File: config.mk
export PLATFORM = sky130hd
export DESIGN_NAME = spi_frame_echo
export DESIGN_NICKNAME = d
export VERILOG_FILES = /design/src/rtl/spi_frame_pkg.sv /design/src/rtl/spi_frame_fifo.sv /design/src/rtl/spi_frame_echo.sv
export SDC_FILE = /design/constraint.sdc
export NUM_CORES = 1
export LEC_CHECK = 0
export BUFFER_PORTS_ARGS = -buffer_cell sky130_fd_sc_hd__buf_4
export CORE_UTILIZATION = 60
export CTS_CLUSTER_DIAMETER = 40
export DETAILED_ROUTE_END_ITERATION = 10
export PLACE_DENSITY_LB_ADDON = 0.25
export SKIP_LAST_GASP = 1
export SLEW_MARGIN = 30
export SYNTH_ARGS = -nofsm -noshare
export SYNTH_HDL_FRONTEND = slang
export SYNTH_SLANG_ARGS = --single-unit
File: constraint.sdc
create_clock -name spi_clk -period 3.6 [get_ports spi_clk]
set_input_delay 1.08 -clock spi_clk [delete_from_list [all_inputs] [get_ports spi_clk]]
set_output_delay 1.08 -clock spi_clk [all_outputs]
set_load 0.01 [all_outputs]
File: src/rtl/spi_frame_pkg.sv
// Shared types and helpers for the SPI frame echo path.
// Optional even-parity framing is enabled with SPI_FRAME_PARITY_EN.
package spi_frame_pkg;

  localparam logic IDLE_LVL  = 1'b1;
  localparam logic START_BIT = 1'b0;

  typedef enum logic [1:0] {
    R_IDLE,
    R_DATA,
`ifdef SPI_FRAME_PARITY_EN
    R_PAR,
`endif
    R_STOP
  } rx_state_e;

  typedef enum logic [2:0] {
    T_IDLE,
    T_START,
    T_DATA,
`ifdef SPI_FRAME_PARITY_EN
    T_PAR,
`endif
    T_STOP
  } tx_state_e;

  // Even-parity bit: makes the total count of ones (data + parity) even.
  function automatic logic parity(input logic [31:0] d);
    return ^d;
  endfunction

endpackage

File: src/rtl/spi_frame_fifo.sv
// Synchronous word FIFO; push while full is accepted only together with a pop.
module spi_frame_fifo #(
  parameter int unsigned WIDTH = 8,
  parameter int unsigned DEPTH = 4
) (
  input  logic                     spi_clk,
  input  logic                     rst_n,
  input  logic                     push,
  input  logic [WIDTH-1:0]         wdata,
  input  logic                     pop,
  output logic [WIDTH-1:0]         head_c,
  output logic                     full_c,
  output logic                     empty_c,
  output logic [$clog2(DEPTH):0]   level
);

  localparam int unsigned PW   = $clog2(DEPTH);
  localparam int unsigned CNTW = PW + 1;

  logic [WIDTH-1:0] mem [DEPTH];
  logic [PW-1:0]    wr_ptr;
  logic [PW-1:0]    rd_ptr;
  logic [CNTW-1:0]  count;
  logic             do_push;
  logic             do_pop;

  assign do_pop  = pop && !empty_c;
  assign do_push = push && (!full_c || do_pop);

  always_ff @(posedge spi_clk) begin
    if (!rst_n) begin
      wr_ptr <= '0;
      rd_ptr <= '0;
      count  <= '0;
    end else begin
      if (do_push) wr_ptr <= wr_ptr + PW'(1);
      if (do_pop)  rd_ptr <= rd_ptr + PW'(1);
      case ({do_push, do_pop})
        2'b10:   count <= count + CNTW'(1);
        2'b01:   count <= count - CNTW'(1);
        default: ;
      endcase
    end
  end

  // Storage needs no reset; only pointer-qualified entries are ever read.
  always_ff @(posedge spi_clk) begin
    if (do_push) mem[wr_ptr] <= wdata;
  end

  assign head_c  = mem[rd_ptr];
  assign full_c  = (count == CNTW'(DEPTH));
  assign empty_c = (count == '0);
  assign level   = count;

endmodule

File: src/rtl/spi_frame_echo.sv
// Receives framed words on mosi, buffers them, and echoes them framed on miso.
// Define SPI_FRAME_PARITY_EN to add an even-parity bit to both directions.
module spi_frame_echo
  import spi_frame_pkg::*;
#(
  parameter int unsigned WIDTH     = 8,
  parameter int unsigned DEPTH     = 4,
  parameter bit          MSB_FIRST = 1'b1
) (
  input  logic                   spi_clk,
  input  logic                   rst_n,
  input  logic                   cs_n,
  input  logic                   mosi,
  output logic                   miso,
  output logic [$clog2(DEPTH):0] fifo_level,
  output logic                   overflow,
  output logic                   frame_err,
  output logic                   tx_busy
);

  localparam int unsigned CW = $clog2(WIDTH);

  rx_state_e        rx_state, rx_next;
  logic [CW-1:0]    rx_cnt, rx_cnt_next;
  logic [WIDTH-1:0] rx_sh, rx_sh_next;
  tx_state_e        tx_state, tx_next;
  logic [CW-1:0]    tx_cnt, tx_cnt_next;
  logic [WIDTH-1:0] tx_sh, tx_sh_next;
  logic             push, pop, ovf_set, ferr_set, miso_next, par_ok;
  logic [WIDTH-1:0] head_c;
  logic             full_c, empty_c;
`ifdef SPI_FRAME_PARITY_EN
  logic             rx_par, rx_par_next, tx_par, tx_par_next;
  assign par_ok = (parity(32'(rx_sh)) == rx_par);
`else
  assign par_ok = 1'b1;
`endif

  spi_frame_fifo #(.WIDTH(WIDTH), .DEPTH(DEPTH)) u_fifo (
    .spi_clk (spi_clk),
    .rst_n   (rst_n),
    .push    (push),
    .wdata   (rx_sh),
    .pop     (pop),
    .head_c  (head_c),
    .full_c  (full_c),
    .empty_c (empty_c),
    .level   (fifo_level)
  );

  // RX: deserialise one frame and push it on a good stop bit.
  always_comb begin
    rx_next     = rx_state;
    rx_cnt_next = rx_cnt;
    rx_sh_next  = rx_sh;
    push        = 1'b0;
    ovf_set     = 1'b0;
    ferr_set    = 1'b0;
`ifdef SPI_FRAME_PARITY_EN
    rx_par_next = rx_par;
`endif
    if (cs_n) begin
      rx_next = R_IDLE;
    end else begin
      unique case (rx_state)
        R_IDLE: begin
          if (mosi == START_BIT) begin
            rx_next     = R_DATA;
            rx_cnt_next = CW'(WIDTH - 1);
          end
        end
        R_DATA: begin
          if (MSB_FIRST) rx_sh_next = {rx_sh[WIDTH-2:0], mosi};
          else           rx_sh_next = {mosi, rx_sh[WIDTH-1:1]};
          if (rx_cnt == '0) begin
`ifdef SPI_FRAME_PARITY_EN
            rx_next = R_PAR;
`else
            rx_next = R_STOP;
`endif
          end else begin
            rx_cnt_next = rx_cnt - CW'(1);
          end
        end
`ifdef SPI_FRAME_PARITY_EN
        R_PAR: begin
          rx_par_next = mosi;
          rx_next     = R_STOP;
        end
`endif
        R_STOP: begin
          rx_next = R_IDLE;
          if (mosi == IDLE_LVL && par_ok) begin
            if (!full_c || pop) push    = 1'b1;
            else                ovf_set = 1'b1;
          end else begin
            ferr_set = 1'b1;
          end
        end
        default: rx_next = R_IDLE;
      endcase
    end
  end

  // TX: serialise the FIFO head; pop only once the stop bit has completed.
  always_comb begin
    tx_next     = tx_state;
    tx_cnt_next = tx_cnt;
    tx_sh_next  = tx_sh;
    pop         = 1'b0;
    miso_next   = IDLE_LVL;
`ifdef SPI_FRAME_PARITY_EN
    tx_par_next = tx_par;
`endif
    if (cs_n) begin
      tx_next = T_IDLE;
    end else begin
      unique case (tx_state)
        T_IDLE: begin
          if (!empty_c) begin
            tx_next    = T_START;
            tx_sh_next = head_c;
`ifdef SPI_FRAME_PARITY_EN
            tx_par_next = parity(32'(head_c));
`endif
          end
        end
        T_START: begin
          tx_next     = T_DATA;
          tx_cnt_next = CW'(WIDTH - 1);
        end
        T_DATA: begin
          if (tx_cnt == '0) begin
`ifdef SPI_FRAME_PARITY_EN
            tx_next = T_PAR;
`else
            tx_next = T_STOP;
`endif
          end else begin
            tx_cnt_next = tx_cnt - CW'(1);
          end
        end
`ifdef SPI_FRAME_PARITY_EN
        T_PAR: tx_next = T_STOP;
`endif
        T_STOP: begin
          tx_next = T_IDLE;
          pop     = 1'b1;
        end
        default: tx_next = T_IDLE;
      endcase
    end
    // miso is registered from the state being entered
    unique case (tx_next)
      T_START: miso_next = START_BIT;
      T_DATA: begin
        miso_next = MSB_FIRST ? tx_sh[WIDTH-1] : tx_sh[0];
        if (MSB_FIRST) tx_sh_next = {tx_sh[WIDTH-2:0], 1'b0};
        else           tx_sh_next = {1'b0, tx_sh[WIDTH-1:1]};
      end
`ifdef SPI_FRAME_PARITY_EN
      T_PAR:   miso_next = tx_par;
`endif
      default: miso_next = IDLE_LVL;
    endcase
  end

  always_ff @(posedge spi_clk) begin
    if (!rst_n) begin
      rx_state  <= R_IDLE;
      rx_cnt    <= '0;
      rx_sh     <= '0;
      tx_state  <= T_IDLE;
      tx_cnt    <= '0;
      tx_sh     <= '0;
      miso      <= IDLE_LVL;
      tx_busy   <= 1'b0;
      overflow  <= 1'b0;
      frame_err <= 1'b0;
`ifdef SPI_FRAME_PARITY_EN
      rx_par    <= 1'b0;
      tx_par    <= 1'b0;
`endif
    end else begin
      rx_state  <= rx_next;
      rx_cnt    <= rx_cnt_next;
      rx_sh     <= rx_sh_next;
      tx_state  <= tx_next;
      tx_cnt    <= tx_cnt_next;
      tx_sh     <= tx_sh_next;
      miso      <= miso_next;
      tx_busy   <= (tx_next != T_IDLE);
      overflow  <= overflow | ovf_set;
      frame_err <= frame_err | ferr_set;
`ifdef SPI_FRAME_PARITY_EN
      rx_par    <= rx_par_next;
      tx_par    <= tx_par_next;
`endif
    end
  end

endmodule

# Word-level counts from Yosys, hierarchy flattened
# Memories as Yosys holds them, arrays and structs flattened. A register that Yosys moved wholly into a read port is not among the register bits.
# Index checks and enable logic that the tools add are counted.
[word_totals]
ff_bits = 38
ram_bits = 32
out_inout_bits = 7
wordCells = 101
n_memories = 1
[memory_table]
columns = ["memory", "words", "word_bits", "read_ports", "rd_ports_with_merged_regs", "write_ports", "line", "text"]
rows = [
  ["u_fifo.mem", 4, 8, 1, 1, 1, "spi_frame_fifo.sv:20", "logic [WIDTH-1:0] mem [DEPTH];"],
]
[classes]
add_sub_neg = 6
n_eq_ne = 16
n_mux = 35
n_bitwise = 5
reduce_logical = 24
[ops]
columns = ["op", "n"]
rows = [
  ["8-bit 2-to-1 mux", 4],
  ["3-bit 2-to-1 mux", 6],
  ["3-bit case mux with 2 select lines", 3],
  ["1-bit 2-to-1 mux", 15],
  ["3-bit zero test", 4],
  ["3-bit by 2-bit == test with 1-bit output, second input constant", 3],
  ["3-bit case mux with 3 select lines", 1],
  ["3-bit AND reduction", 3],
  ["3-bit by 1-bit subtractor with 3-bit output, second input constant", 3],
  ["2-bit 2-to-1 mux", 4],
  ["2-bit inequality test, second input constant", 4],
  ["2-bit nonzero test", 4],
  ["3-bit by 1-bit == test with 1-bit output, second input constant", 2],
  ["2-bit by 1-bit adder with 2-bit output, second input constant", 2],
  ["2-bit by 1-bit == test with 1-bit output, second input constant", 2],
  ["2-bit == test, second input constant", 2],
  ["2-bit by 1-bit inequality test with 1-bit output, second input constant", 2],
  ["2-bit case mux with 2 select lines", 1],
  ["2-bit AND reduction", 2],
  ["4-bit AND reduction", 1],
  ["2-bit OR reduction", 2],
  ["3-bit by 1-bit adder with 3-bit output, second input constant", 1],
  ["3-bit == test, second input constant", 1],
  ["1-bit NOT", 3],
  ["7 further kinds", 11],
]

# Depth between registers and ports, before layout
[logic_depth]
word_depth = 11
depth_mapped = 10
depth_no_buf = 9

# Hierarchy
# From an unflattened synthesis, not the netlist that was laid out.
[unflattened]
hier_cells = 268
area_unflattened_um2 = 3098.0
[modules_own_cells]
columns = ["module", "instances", "cells_each", "area_each_um2"]
rows = [
  ["spi_frame_fifo", 1, 102, 1706.6],
  ["spi_frame_echo", 1, 166, 1391.3],
]

# Least setup slack after synthesis
# No wires, ideal clock.
[synth_path]
path_type = "input-to-reg"
start = "input port cs_n"
end = "register u_fifo.count[2] (netlist: u_fifo.level[2])"
t_arrival_ns = 2.850
required_time_ns = 3.530
path_slack_ns = 0.680
cell_stages = 9
path_cell_list = "buf_2 nand4bb_4 nor2_1 ha_1 inv_1 fa_1 xor2_1 or3_1 a21oi_1"
[synth_lines]
columns = ["element", "line", "text"]
rows = [
  ["from (decl)", "spi_frame_echo.sv:12", "input logic cs_n,"],
  ["1-bit 2-to-1 mux (*)", "spi_frame_echo.sv:115", "if (cs_n) begin"],
  ["1-bit logical AND (*)", "spi_frame_fifo.sv:27", "assign do_pop = pop && !empty_c;"],
  ["net u_fifo.do_pop", "spi_frame_fifo.sv:25", "logic do_pop;"],
  ["1-bit logical OR", "spi_frame_fifo.sv:28", "assign do_push = push && (!full_c || do_pop);"],
  ["1-bit logical AND", "spi_frame_fifo.sv:28", ""],
  ["2-bit by 1-bit == test with 1-bit output or 2-bit == test (tied branches)", "spi_frame_fifo.sv:38", "case ({do_push, do_pop})"],
  ["3-bit case mux with 2 select lines or 2-bit nonzero test (tied branches)", "n/a", ""],
  ["to (signal assigned)", "spi_frame_fifo.sv:39", "2'b10: count <= count + CNTW'(1);"],
  ["to (signal assigned)", "spi_frame_fifo.sv:40", "2'b01: count <= count - CNTW'(1);"],
  ["to (decl)", "spi_frame_fifo.sv:23", "logic [CNTW-1:0] count;"],
]
# Mark *: on every way through the listed nets, which the timed path passes. The rest lies on a longest branch.
# A chain may end at the register's enable or synchronous reset.

# Worst setup path in the final report
# Ends and elaborated chain as after synthesis.

==> out/results.tsv <==
stage	metric	value	unit
logic_synthesis	Synth Area in Simple Gates	17.4	%
layout	Ant. Diodes	0	
worst_setup_path	Worst R2R End	u_fifo.level[2]	
worst_setup_path	CP top delay family	simple AND/OR/NAND/NOR gates	
logic_synthesis	Mapped Area	0.00302	sq mm
worst_setup_path	reg2reg setup slack	1.24	ns
logic_synthesis	EDFF count, synth	32	
clock_tree	CTS max path bufs	2	
detailed_routing	total vias in the final route	1861	
hold_path	HP Class	flip-flop to flip-flop	
clock_tree	CTS Sinks	72	
worst_setup_path	Worst setup EP type	flip-flop	
floorplanning	I/O pins	11	
flow_run	max cap viols	0	
place	# port buffers	10	
timing	Relative slew margins	51.7	%
layout	Area growth, synth to finish	10.2	%
global_routing	first-pass GRT wire length	8.38	mm
worst_setup_path	crit-path max cell delay	0.37	ns
timing	Finish-stage setup viols	0	
clock_tree	Clk Tree Root Cell	clkbuf_8	
worst_setup_path	CP cell instances	buf_4 -> nand4bb_4 -> nor2_1 -> ha_1 -> inv_1 -> fa_1 -> xor2_1 -> or3_1 -> a21oi_1	
layout	fin nets	276	
timing	RSZ-0062 raised after global routing	no	
floorplanning	Initial Utilization	63.1	%
worst_setup_path	CP Launch Type	input port	
worst_setup_path	critical path type	input port to flip-flop	
worst_setup_path	worst-path maximum fanout	8	
global_routing	number of global-route vias before repair	1782	
place	Placed Area	0.00314	sq mm
logic_synthesis	ys async rst share	0	%
detailed_routing	WL per Instance	15.0	microns
layout	ratio of cells with drive above 1 in the final layout	16.9	%
layout	Fill cells	340	
floorplanning	Die Area	0.00532	sq mm
detailed_routing	antenna viol nets, final	0	
global_routing	All-Layer GR Usage	21.9	%
global_routing	pin count of the biggest net entering global routing	19	
detailed_routing	Residual DRC	0	
timing	fmax	369	MHz
logic_synthesis	mux contribution to synthesized area	6.63	%
clock_tree	H-Tree Depth	3	
clock_tree	clock transition at the registers of the reported paths	0.08	ns
clock_tree	CTS tree	yes	
floorplanning	Die W	72.9	microns
logic_synthesis	main combinational cell family by area after synthesis	simple AND/OR/NAND/NOR gates	
worst_setup_path	Setup crit start	cs_n	
logic_synthesis	Post-Syn Nets	265	
clock_tree	hold buffer count at cts	0	
logic_synthesis	Synth Instances	251	
place	routability cong.	0.739	
pwr	Pwr Total	1.51	mW
logic_synthesis	Compound-Gate Fraction of Synth Area	8.54	%
layout	post-route cell area	0.00332	sq mm
detailed_routing	vias per cell	5.57	
global_routing	initial antenna violation count	0	
place	hpwl dp	3.48	mm
logic_synthesis	syn_area_per_cell	12.0	sq um
global_routing	GR Overflow Total	0	
clock_tree	post-CTS sizing	0	
logic_synthesis	register area share after synthesis	58.4	%
floorplanning	Rows	25	
pwr	Max IR drop VDD	0.300	mV
detailed_routing	final wirelength	5.00	mm
timing	Final Hold Fails	0	
floorplanning	die height	72.9	microns
clock_tree	TritonCTS Buffers	9	
logic_synthesis	Cell variety after synth	48	
logic_synthesis	Yosys reg bits	72	
timing	Final Max Slew Viols	0	
pwr	static leakage	1.07	nW
worst_setup_path	worst r2r src	tx_state[1]	
layout	most common cell after layout, fill and taps aside	dfxtp_1	
timing	setup TNS	0	ns
timing	minimum clock period	2.71	ns
logic_synthesis	Post-Synth Adder-Cell Area	4.39	%
detailed_routing	initial drt markers	138	
worst_setup_path	Worst Setup EP	u_fifo.level[2]	
layout	most frequent cells in the layout	40 x dfxtp_1, 32 x edfxtp_1, 26 x nand2_1, 20 x nor2_1, 12 x inv_1	
worst_setup_path	CP arrival	2.98	ns
worst_setup_path	Crit-path slowest cell	fa_1	
timing	Worst Clk Skew	0.00772	ns
clock_tree	post-CTS setup buffer count	0	
worst_setup_path	Worst Path Buf+Inv	2	
worst_setup_path	required time of the worst setup path	3.87	ns
outcome	status	complete, no violations	
worst_setup_path	R2R cell count	8	
logic_synthesis	synth warn	0	
worst_setup_path	Worst path depth	9	
logic_synthesis	predominant post-synthesis flop cell	dfxtp_1	
timing	Worst Max-Slew Pin Slew	0.721	ns
logic_synthesis	Synth Area in XOR/XNOR	1.45	%
clock_tree	clk_lat worst skew	0.34	ns
timing	Final period util	75.3	%
detailed_routing	drt first pass iters	4	
pwr	PwrDens	454	mW/mm^2
floorplanning	core area	0.00479	sq mm
[area by class of cell]
| cell class | instances | area, sq um | share of cell area (%) |
|---|---|---|---|
| multi-input combinational | 156 | 1160 | 35.0 |
| clock buffer | 10 | 128 | 3.84 |
| inverter | 12 | 45.0 | 1.35 |
| clock inverter | 6 | 61.3 | 1.84 |
| timing repair buffer | 11 | 82.6 | 2.48 |
| sequential | 72 | 1760 | 53.0 |
| tap | 67 | 83.8 | 2.52 |
[sequential cells by signal (all words and copies together) (netlist names), named ones only]
| signal | count |
|---|---|
| tx_sh | 8 |
| u_fifo.rd_ptr | 2 |
| u_fifo.mem | 32 |
| miso | 1 |
| overflow | 1 |
| u_fifo.wr_ptr | 2 |
| rx_cnt | 3 |
| rx_state | 2 |
| tx_busy | 1 |
| tx_cnt | 3 |
| tx_state | 3 |
| u_fifo.level | 3 |
| rx_sh | 8 |
| frame_err | 1 |
[per-layer routing]
layer,part of all wire (%),track usage [%],vias to the layer above
met5,0,0,-
met4,0.94,10.7,0
met3,4.7,4.97,5
met2,48,34.6,55
met1,46,28.7,878
li1,-,-,923
[cells by family after synthesis]
family,Yosys count
simple gates,95
fa+ha+maj,10
flops,72
compound gates,35
mux,10
other cells,1
buf+inv,23
xor+xnor,5
[worst min-delay path by stage]
| stage | startpoint | endpoint | slack (ns) | cells after the start |
|---|---|---|---|---|
| 4_1_cts | tx_cnt[1] | tx_cnt[1] | 0.47 | 2 |
| 3_3_place_gp | frame_err | frame_err | 0.45 | 2 |
| 3_5_place_dp | frame_err | frame_err | 0.46 | 2 |
| 6_report | tx_cnt[1] | tx_cnt[1] | 0.47 | 2 |
| 5_1_grt | tx_cnt[1] | tx_cnt[1] | 0.49 | 2 |
| 2_1_floorplan | rx_cnt[0] | rx_cnt[0] | 0.44 | 1 |
[where the power goes]
part	internal, mW	switching (mW)	total (mW)
Sequential	0.851	0.00584	0.857
Clock	0.317	0.294	0.610
Combinational	0.0176	0.0248	0.0425
Total	1.18	0.324	1.51
[synthesized netlist by cell type, drive strengths merged (7+ instances only)]
library cell  number  area, sq um
nor2              22         92.6
ha                 9          113
nand2             26         97.6
a31oi              8         65.1
nand4              8         50.1
mux4               8          180
buf                7         33.8
inv               12         45.0
edfxtp            32          961
nand3             11         67.6
dfxtp             40          801
a21oi             11         55.1
[worst register-to-register path, cell delays in order (launching register included)]
cell and delay [ns]:
dfxtp_1 0.64, nand4bb_4 0.19, nor2_1 0.20, ha_1 0.23, inv_1 0.07, fa_1 0.37, xor2_1 0.16, or3_1 0.31
a21oi_1 0.14
[per-stage QoR]
stage	hold WS, ns	setup slack, ns	utilization (%)	std cells
2_1_floorplan	0.437	0.680	-	251
3_3_place_gp	0.452	0.628	65.5	318
3_5_place_dp	0.461	0.557	65.5	318
4_1_cts	0.474	0.908	69.5	334
5_1_grt	0.493	0.794	69.5	334
6_report	0.468	0.889	69.5	334
(Power assumes the default switching activity.)
